### config.mk
export PLATFORM = sky130hd
export DESIGN_NAME = sprite_fetch
export DESIGN_NICKNAME = d
export VERILOG_FILES = /design/src/rtl/sprite_fetch.sv
export SDC_FILE = /design/constraint.sdc
export NUM_CORES = 1
export LEC_CHECK = 0
export ABC_AREA = 1
export CORE_ASPECT_RATIO = 1.25
export CORE_UTILIZATION = 53
export DETAILED_ROUTE_END_ITERATION = 8
export GPL_ROUTABILITY_DRIVEN = 0
export PLACE_DENSITY = 0.95
export RECOVER_POWER = 25
export SYNTH_ARGS = -nofsm -noshare
export SYNTH_HDL_FRONTEND = slang
export SYNTH_SLANG_ARGS = --single-unit
### constraint.sdc
create_clock -name clk -period 5.7 [get_ports clk]
set_clock_uncertainty 0.2 [all_clocks]
set_input_delay 1.425 -clock clk [delete_from_list [all_inputs] [get_ports clk]]
set_output_delay 1.425 -clock clk [all_outputs]
set_load 0.05 [all_outputs]
### src/rtl/sprite_fetch.sv
// ============================================================================
// Module      : sprite_fetch
// Description : Sprite ROM fetch for one sprite. Position updates are applied
//               at frame start only. Output pixels are transparency-keyed.
//               Optional build macro: SPRITE_FETCH_MIRROR_EN (adds mirror_x).
// Revision    : 1.0 - initial release
// ============================================================================
`default_nettype none

module sprite_fetch #(
    parameter int          ADDRESS    = 10,
    parameter int          SIZE_LOG2  = 5,
    parameter int          COLOR_BITS = 24,
    parameter int          COORD_BITS = 10,
    parameter logic [23:0] KEY_COLOR  = 24'hFF00FF
) (
    input  logic                  clk,
    input  logic                  rst_n,
    input  logic                  frame_start,
    input  logic                  de,
    input  logic [COORD_BITS-1:0] hcount,
    input  logic [COORD_BITS-1:0] vcount,
    input  logic                  pos_valid,
    output logic                  pos_ready,
    input  logic [COORD_BITS-1:0] pos_x,
    input  logic [COORD_BITS-1:0] pos_y,
`ifdef SPRITE_FETCH_MIRROR_EN
    input  logic                  mirror_x,
`endif
    output logic [ADDRESS-1:0]    rom_addr,
    input  logic [COLOR_BITS-1:0] rom_data,
    output logic                  pix_valid,
    output logic                  pix_opaque,
    output logic [COLOR_BITS-1:0] pix_color
);

    localparam logic [COLOR_BITS-1:0] c_key = KEY_COLOR[COLOR_BITS-1:0];

    typedef enum logic [0:0] {
        ST_IDLE    = 1'b0,
        ST_PENDING = 1'b1
    } state_t;

    state_t                r_state;
    logic [COORD_BITS-1:0] r_pend_x;
    logic [COORD_BITS-1:0] r_pend_y;
    logic [COORD_BITS-1:0] r_act_x;
    logic [COORD_BITS-1:0] r_act_y;
`ifdef SPRITE_FETCH_MIRROR_EN
    logic                  r_pend_mirror;
    logic                  r_act_mirror;
`endif

    // A position offered in the same cycle as frame_start is only latched;
    // it waits for the following frame_start to become active.
    always_ff @(posedge clk) begin
        if (!rst_n) begin
            r_state   <= ST_IDLE;
            pos_ready <= 1'b1;
            r_pend_x  <= '0;
            r_pend_y  <= '0;
            r_act_x   <= '0;
            r_act_y   <= '0;
`ifdef SPRITE_FETCH_MIRROR_EN
            r_pend_mirror <= 1'b0;
            r_act_mirror  <= 1'b0;
`endif
        end else begin
            case (r_state)
                ST_IDLE: begin
                    if (pos_valid) begin
                        r_pend_x  <= pos_x;
                        r_pend_y  <= pos_y;
`ifdef SPRITE_FETCH_MIRROR_EN
                        r_pend_mirror <= mirror_x;
`endif
                        r_state   <= ST_PENDING;
                        pos_ready <= 1'b0;
                    end
                end
                ST_PENDING: begin
                    if (frame_start) begin
                        r_act_x   <= r_pend_x;
                        r_act_y   <= r_pend_y;
`ifdef SPRITE_FETCH_MIRROR_EN
                        r_act_mirror <= r_pend_mirror;
`endif
                        r_state   <= ST_IDLE;
                        pos_ready <= 1'b1;
                    end
                end
                default: begin
                    r_state   <= ST_IDLE;
                    pos_ready <= 1'b1;
                end
            endcase
        end
    end

    // Zero-extended subtraction: the MSB is the sign, so a scan position left
    // of or above the sprite never aliases into the window.
    logic [COORD_BITS:0]  w_rel_x;
    logic [COORD_BITS:0]  w_rel_y;
    logic                 w_inside;
    logic [SIZE_LOG2-1:0] w_col;

    assign w_rel_x  = {1'b0, hcount} - {1'b0, r_act_x};
    assign w_rel_y  = {1'b0, vcount} - {1'b0, r_act_y};
    assign w_inside = de
                   && (w_rel_x[COORD_BITS:SIZE_LOG2] == '0)
                   && (w_rel_y[COORD_BITS:SIZE_LOG2] == '0);

`ifdef SPRITE_FETCH_MIRROR_EN
    assign w_col = r_act_mirror ? ~w_rel_x[SIZE_LOG2-1:0] : w_rel_x[SIZE_LOG2-1:0];
`else
    assign w_col = w_rel_x[SIZE_LOG2-1:0];
`endif

    logic r_inside_q;
    logic r_de_q;

    always_ff @(posedge clk) begin
        if (!rst_n) begin
            rom_addr   <= '0;
            r_inside_q <= 1'b0;
            r_de_q     <= 1'b0;
        end else begin
            if (w_inside) begin
                rom_addr <= {w_rel_y[SIZE_LOG2-1:0], w_col};
            end
            r_inside_q <= w_inside;
            r_de_q     <= de;
        end
    end

    logic w_opaque;

    assign w_opaque = r_inside_q && (rom_data != c_key);

    always_ff @(posedge clk) begin
        if (!rst_n) begin
            pix_valid  <= 1'b0;
            pix_opaque <= 1'b0;
            pix_color  <= '0;
        end else begin
            pix_valid  <= r_de_q;
            pix_opaque <= w_opaque;
            pix_color  <= w_opaque ? rom_data : '0;
        end
    end

endmodule

`default_nettype wire

==> flow_summary.json, run 1 <==
{
  "synth-async-reset-ratio": 0,
  "synthCells": 592,
  "cp_common_cell": "nand3_1",
  "root_buffer": "clkbuf_8",
  "worstPathCellList": "clkdlybuf4s50_1 -> inv_1 -> ha_1 -> fa_1 -> inv_1 -> nand3_1 -> nand2_2 -> nand2_1 -> nand3_1 -> nand3_1 -> nor2_2 -> nand2_1 -> nor2_2 -> nand3_1 -> nand2_1 -> nor2_1",
  "postRouteWirelength_mm": 10.4,
  "routed_via_density": 5.13,
  "grt_pass1_vias": 3937,
  "ys_types": 26,
  "cts_hold_buf": 0,
  "post_cts_buffers": 0,
  "drv_cap": 0,
  "power.leakage_nw": 2.63,
  "worstSetupPathType": "primary input to flip-flop",
  "n_antenna_cell": 0,
  "ys_top_cells_by_count": "nor2_1, nand2_1, inv_1",
  "final_area_um2": 5440,
  "worstMarginPinSlew_ns": 1.09,
  "drt_iter0_drc": 242,
  "area_growth_pct": 33.6,
  "start_util": 0.550,
  "grt_max_degree": 55,
  "post_cts_resized": 0,
  "max_stage_delay_ns": 0.45,
  "grt_pass1_wl_mm": 16.9,
  "drive_gt1_frac": 0.0873,
  "period_needed_ns": 3.78,
  "maxSlewHeadroom": 0.273,
  "vias": 4055,
  "fillCellCount": 521,
  "grt-ovfl-total": 0,
  "switchingPower_mw": 0.397,
  "drc": 0,
  "clkLatencyLatePin_ns": 0.35,
  "grt_use_met3": 0.0509,
  "die_y_um": 100,
  "syn_area_per_cell_um2": 6.88,
  "setup_violations": 0,
  "status": "completed",
  "syn-cell-area_um2": 4070,
  "critical-path-slowest-cell": "clkdlybuf4s50_1",
  "dpl_cell_area_um2": 5190,
  "cts_tree": "done",
  "io_pins": 106,
  "firstDrtPassIters": 6,
  "required_ns": 5.75,
  "hold_path_class": "flip-flop to flip-flop",
  "dieArea_um2": 8040,
  "fmax_mhz": 265,
  "cp-end-kind": "flip-flop",
  "numPortBuffers": 105,
  "finalSetupTns_ns": 0,
  "clock_path_buffers": 2,
  "cts_buffers": 9,
  "cts-htree-levels": 3,
  "cellInternalPower_mw": 1.01,
  "power_frac_comb": 0.218,
  "grt_use_total": 0.270,
  "grt_use_met1": 0.272,
  "dp_hpwl_mm": 7.64,
  "synth_area_leaders": "dfxtp_1, nor2_1, nand2_1",
  "antenna_found_initial": 0,
  "finalNetCount": 785,
  "setup_ws_ns": 1.92,
  "place_ws_ns": 1.60,
  "yosysSeqAreaShare": 0.393,
  "cts.sinks": 80,
  "chipWidth_um": 80.4,
  "clkTransAtPathRegs_ns": 0.08,
  "post-synth-top-area-fraction": 0.393,
  "yosys_warnings": 0,
  "vdd.ir_drop.worst_mv": 0.229,
  "final-max-slew-violation-count": 0,
  "p_clk_frac": 0.362,
  "cp_max_fo": 4,
  "ys_ff_latch": 80,
  "p_seq_frac": 0.420,
  "coreArea_um2": 7400,
  "start_kind": "primary input",
  "p_per_area_nw_per_um2": 259,
  "synth_edf_count": 0,
  "wl_per_cell_um": 13.1,
  "grt_use_met2": 0.504,
  "fin_crit_sh": 0.662,
  "num_rows": 35,
  "swShare": 0.282,
  "crit_arrival_ns": 3.82,
  "syn_nets": 683,
  "antenna_left": 0,
  "synth_ff_type": "dfxtp_1",
  "rsz0062_at_grt": "no",
  "yosysTopAreaCell": "dfxtp_1",
  "hold_viol_final": 0,
  "grt.busiest_layer": "met2",
  "synth_most_common_cell": "nor2_1"
}
[state kept, by name, indices dropped and copies added (netlist names)]
register	count
pix_color	24
pix_opaque	1
r_de_q	1
r_pend_x	10
r_state	1
r_act_x	10
rom_addr	10
r_act_y	10
r_pend_y	10
r_inside_q	1
pix_valid	1
pos_ready	1
[stage by stage]
stage	hold slack, ns	instances	utilization	power, mW
floorplan	0.190	592	-	0.806
global placement	0.202	775	0.702	0.892
detailed placement	0.208	775	0.702	0.903
CTS	0.227	791	0.736	1.41
global route	0.234	791	0.736	1.47
finish	0.222	791	0.736	1.41
[cell families (layout without fill, tap and decap cells)]
group | Yosys count | in the layout | synth area share
buffers and inverters | 126 | 233 | 0.116
AOI/OAI and AO/OA | 68 | 68 | 0.0875
adders and majority gates | 22 | 22 | 0.0713
xor gates and xnor gates | 6 | 6 | 0.0129
DFF | 80 | 80 | 0.393
and+or+nand+nor | 290 | 290 | 0.319
[placed cells by master (no fill, tap or decap), types with 2 or more instances in the layout]
cell,netlist,final
clkdlybuf4s50_1,0,96
nand3_4,2,2
a21oi_1,23,23
clkbuf_8,0,10
dlygate4sd3_1,0,9
nor2_1,106,106
nand3_2,2,2
dfxtp_1,80,80
nand2_2,12,12
o21ai_0,40,40
nand3_1,36,36
inv_2,11,11
nand4_1,10,10
fa_1,2,2
inv_1,99,99
nor2_4,2,2
nor2_2,10,10
nor4_1,2,2
bufinv_16,0,3
xor2_1,2,2
ha_1,20,20
nand2_1,105,105
xnor2_1,4,4
a21oi_2,3,3
[final timing paths]
path | to | cells after the start | slack [ns] | startpoint
setup / recovery | rom_addr[0]$_SDFFE_PN0P_ | 16 | 1.92 | vcount[0]
setup reg to reg | rom_addr[0]$_SDFFE_PN0P_ | 14 | 3.12 | r_act_y[0]$_SDFFE_PN0P_
hold / removal | pix_valid$_SDFF_PN0_ | 2 | 0.22 | r_de_q$_SDFF_PN0_
hold reg to reg | pix_valid$_SDFF_PN0_ | 2 | 0.22 | r_de_q$_SDFF_PN0_
[power by group through the flow]
stage	sequential, mW	combinational [mW]	clock [mW]
after floorplan	0.604	0.202	0
after global placement	0.602	0.289	0
after detailed placement	0.603	0.300	0
after CTS	0.591	0.306	0.518
after global routing	0.593	0.341	0.537
final	0.591	0.308	0.510
[per-layer routing]
layer,share of wire,wire (um),up-vias
met5,0,0,-
met4,0.050,523,0
met1,0.37,3880,1797
li1,-,-,2025
met3,0.060,626,52
met2,0.51,5330,181
[layout make-up]
type | instances | area, um^2 | share of cell area
multi-input combinational | 386 | 2000 | 0.367
sequential | 80 | 1600 | 0.294
timing repair buffer | 107 | 1060 | 0.195
inverter | 110 | 413 | 0.0758
clock buffer | 10 | 138 | 0.0253
clock inverter | 6 | 115 | 0.0211
tap | 92 | 115 | 0.0211
[worst max-delay path: cells and delay by family]
kind / cells / cell delay, ns
AND/OR/NAND/NOR: 11 / 1.14
adder cells (fa/ha/maj): 2 / 0.64
buffers and inverters: 3 / 0.61
No activity file was read; power rests on OpenSTA's default activity.
==> run 2: changes to the inputs <==
--- a/config.mk
+++ b/config.mk
@@ -7,10 +7,10 @@
 export LEC_CHECK = 0
 export ABC_AREA = 1
 export CORE_ASPECT_RATIO = 1.25
-export CORE_UTILIZATION = 53
+export CORE_UTILIZATION = 44
 export DETAILED_ROUTE_END_ITERATION = 8
 export GPL_ROUTABILITY_DRIVEN = 0
-export PLACE_DENSITY = 0.95
+export PLACE_DENSITY = 0.86
 export RECOVER_POWER = 25
 export SYNTH_ARGS = -nofsm -noshare
 export SYNTH_HDL_FRONTEND = slang
==> constraint.sdc (replaced) <==
create_clock -name clk -period 3.05 [get_ports clk]
set_clock_uncertainty 0.2 [all_clocks]
set_input_delay 0.7625 -clock clk [delete_from_list [all_inputs] [get_ports clk]]
set_output_delay 0.7625 -clock clk [all_outputs]
set_load 0.05 [all_outputs]
==> run 2 against run 1 <==
Critical endpoint is now rom_addr[6]$_SDFFE_PN0P_; total power rose by 77%; highest routed layer unchanged; utilization down 11 points; non-clock buffer count grew 13; critical path depth shrank 1; register-to-register slack worse by 2.4 ns; largest cell class unchanged; combinational power rose by 94%; cell count rose by 5.1%.
==> flow_summary.json, run 2 (same netlist as run 1, synthesis figures left out) <==
{
  "status": "completed",
  "grt_use_met2": 0.393,
  "grt_pass1_vias": 3738,
  "drc": 0,
  "start_kind": "primary input",
  "hold_viol_final": 0,
  "setup_violations": 0,
  "power_mw": 2.50,
  "drive_gt1_frac": 0.111,
  "hold_path_end": "pix_valid$_SDFF_PN0_",
  "reg2reg_from": "r_act_x[0]$_SDFFE_PN0P_",
  "fillCellCount": 766,
  "fmax_mhz": 345,
  "antenna_found_initial": 0,
  "p_seq_frac": 0.442,
  "cp_max_fo": 4,
  "grt_use_total": 0.211,
  "min_from": "r_de_q$_SDFF_PN0_",
  "final_cells": 831,
  "finalSetupTns_ns": 0,
  "final-max-slew-violation-count": 0,
  "worstSetupPathType": "primary input to flip-flop",
  "antenna_left": 0,
  "area_growth_pct": 36.8,
  "clkLatencyLatePin_ns": 0.36,
  "numPortBuffers": 105,
  "grt_max_degree": 40,
  "wl_per_cell_um": 11.7,
  "largest_register": "pix_color",
  "vias": 3933,
  "chipWidth_um": 88.1,
  "power.leakage_nw": 2.66,
  "firstDrtPassIters": 4,
  "cts-htree-levels": 3,
  "cts.sinks": 80,
  "drt_iter0_drc": 146,
  "grt_use_met3": 0.0413,
  "required_ns": 3.10,
  "grt_use_met1": 0.220,
  "num_rows": 38,
  "routed_via_density": 4.73,
  "dp_hpwl_mm": 7.78,
  "place_inst": 816,
  "postRouteWirelength_mm": 9.76,
  "start_util": 0.461,
  "cts_buffers": 9,
  "cts_hold_buf": 0,
  "final_area_um2": 5570,
  "regArea_um2": 1600,
  "clkTransAtPathRegs_ns": 0.07,
  "hold_depth": 2,
  "power_frac_comb": 0.240,
  "fin_crit_sh": 0.951,
  "mostFrequentLayoutCells": "nor2_1, nand2_1, clkdlybuf4s50_1",
  "die_y_um": 110,
  "grt.busiest_layer": "met2",
  "rsz0062_at_grt": "yes",
  "drv_cap": 0,
  "vdd.ir_drop.worst_mv": 0.358,
  "regToRegEndpoint": "rom_addr[6]$_SDFFE_PN0P_",
  "coreArea_um2": 8840,
  "utilization": 0.630,
  "largest_reg_flops": 24,
  "layout_commonest_cell": "nor2_1",
  "hold_path_class": "flip-flop to flip-flop",
  "period_needed_ns": 2.90,
  "maxSlewHeadroom": 0.553,
  "io_pins": 106,
  "n_antenna_cell": 0,
  "r2r_slack_ns": 0.72,
  "clock_path_buffers": 2,
  "switchingPower_mw": 0.720,
  "holdWs_ns": 0.226,
  "cp-end-kind": "flip-flop",
  "finalNetCount": 798,
  "p_per_area_nw_per_um2": 448,
  "worstMarginPinSlew_ns": 0.670,
  "dpl_cell_area_um2": 5330,
  "cellInternalPower_mw": 1.78,
  "crit_arrival_ns": 2.96,
  "cts_tree": "done",
  "rr_worst_depth": 13,
  "p_clk_frac": 0.318,
  "grt_pass1_wl_mm": 15.8,
  "root_buffer": "clkbuf_8",
  "setup_ws_ns": 0.148,
  "swShare": 0.288,
  "multiInputGateArea_um2": 2040,
  "place_ws_ns": -0.268,
  "grt-ovfl-total": 0,
  "dieArea_um2": 9650
}
## run 2: worst max path at each step
stage               depth (start not counted)  slack [ns]                  endpoint       from
finish                                     15        0.15  rom_addr[6]$_SDFFE_PN0P_  hcount[0]
global placement                           16       -0.15  rom_addr[6]$_SDFFE_PN0P_  vcount[0]
CTS                                        16        0.10  rom_addr[6]$_SDFFE_PN0P_  hcount[0]
global route                               16      0.0002  rom_addr[8]$_SDFFE_PN0P_  hcount[0]
detailed placement                         16       -0.27  rom_addr[6]$_SDFFE_PN0P_  hcount[0]
floorplan                                  15        0.37  rom_addr[1]$_SDFFE_PN0P_  hcount[0]
## run 2: cell type report
class                      count  share of cell area
clock buffer                  12              0.0296
clock inverter                 3             0.00719
inverter                     110              0.0741
multi-input combinational    386               0.366
sequential                    80               0.287
tap                          120              0.0269
timing repair buffer         120               0.208
## run 2: timing repair
item,CTS,global route
endpoints found under the setup margin,0,10
buffers inserted,0,0
gates resized for setup,0,10
## run 2: per-layer routing
| layer | up-vias | part of all wire |
|---|---|---|
| met5 | - | 0 |
| met4 | 0 | 0.027 |
| met3 | 24 | 0.070 |
| met2 | 146 | 0.50 |
| met1 | 1718 | 0.40 |
| li1 | 2045 | - |
## run 2: power by group through the flow
| stage | sequential (mW) | combinational [mW] | clock (mW) |
|---|---|---|---|
| floorplan | 1.13 | 0.377 | 0 |
| finish | 1.10 | 0.599 | 0.795 |
| detailed placement | 1.13 | 0.582 | 0 |
| global placement | 1.13 | 0.563 | 0 |
| global route | 1.11 | 0.670 | 0.853 |
| CTS | 1.10 | 0.585 | 0.810 |
## run 2: worst max-delay path, stage by stage
cell	delay (ns)
clkdlybuf4s50_1	0.46
inv_1	0.04
ha_1	0.22
fa_2	0.35
inv_1	0.08
buf_4	0.11
nand3_1	0.07
nand3_1	0.14
inv_2	0.07
nor2_4	0.15
nand2_1	0.10
nor2_2	0.16
nand3_1	0.11
nand2_1	0.07
nor2_1	0.06
==> run 3: changes to the inputs <==
--- a/config.mk
+++ b/config.mk
@@ -15,3 +15,4 @@
 export SYNTH_ARGS = -nofsm -noshare
 export SYNTH_HDL_FRONTEND = slang
 export SYNTH_SLANG_ARGS = --single-unit
+export TNS_END_PERCENT = 30
==> results of run 3 <==
Final layout, timing and power as in run 2 (identical DEF).
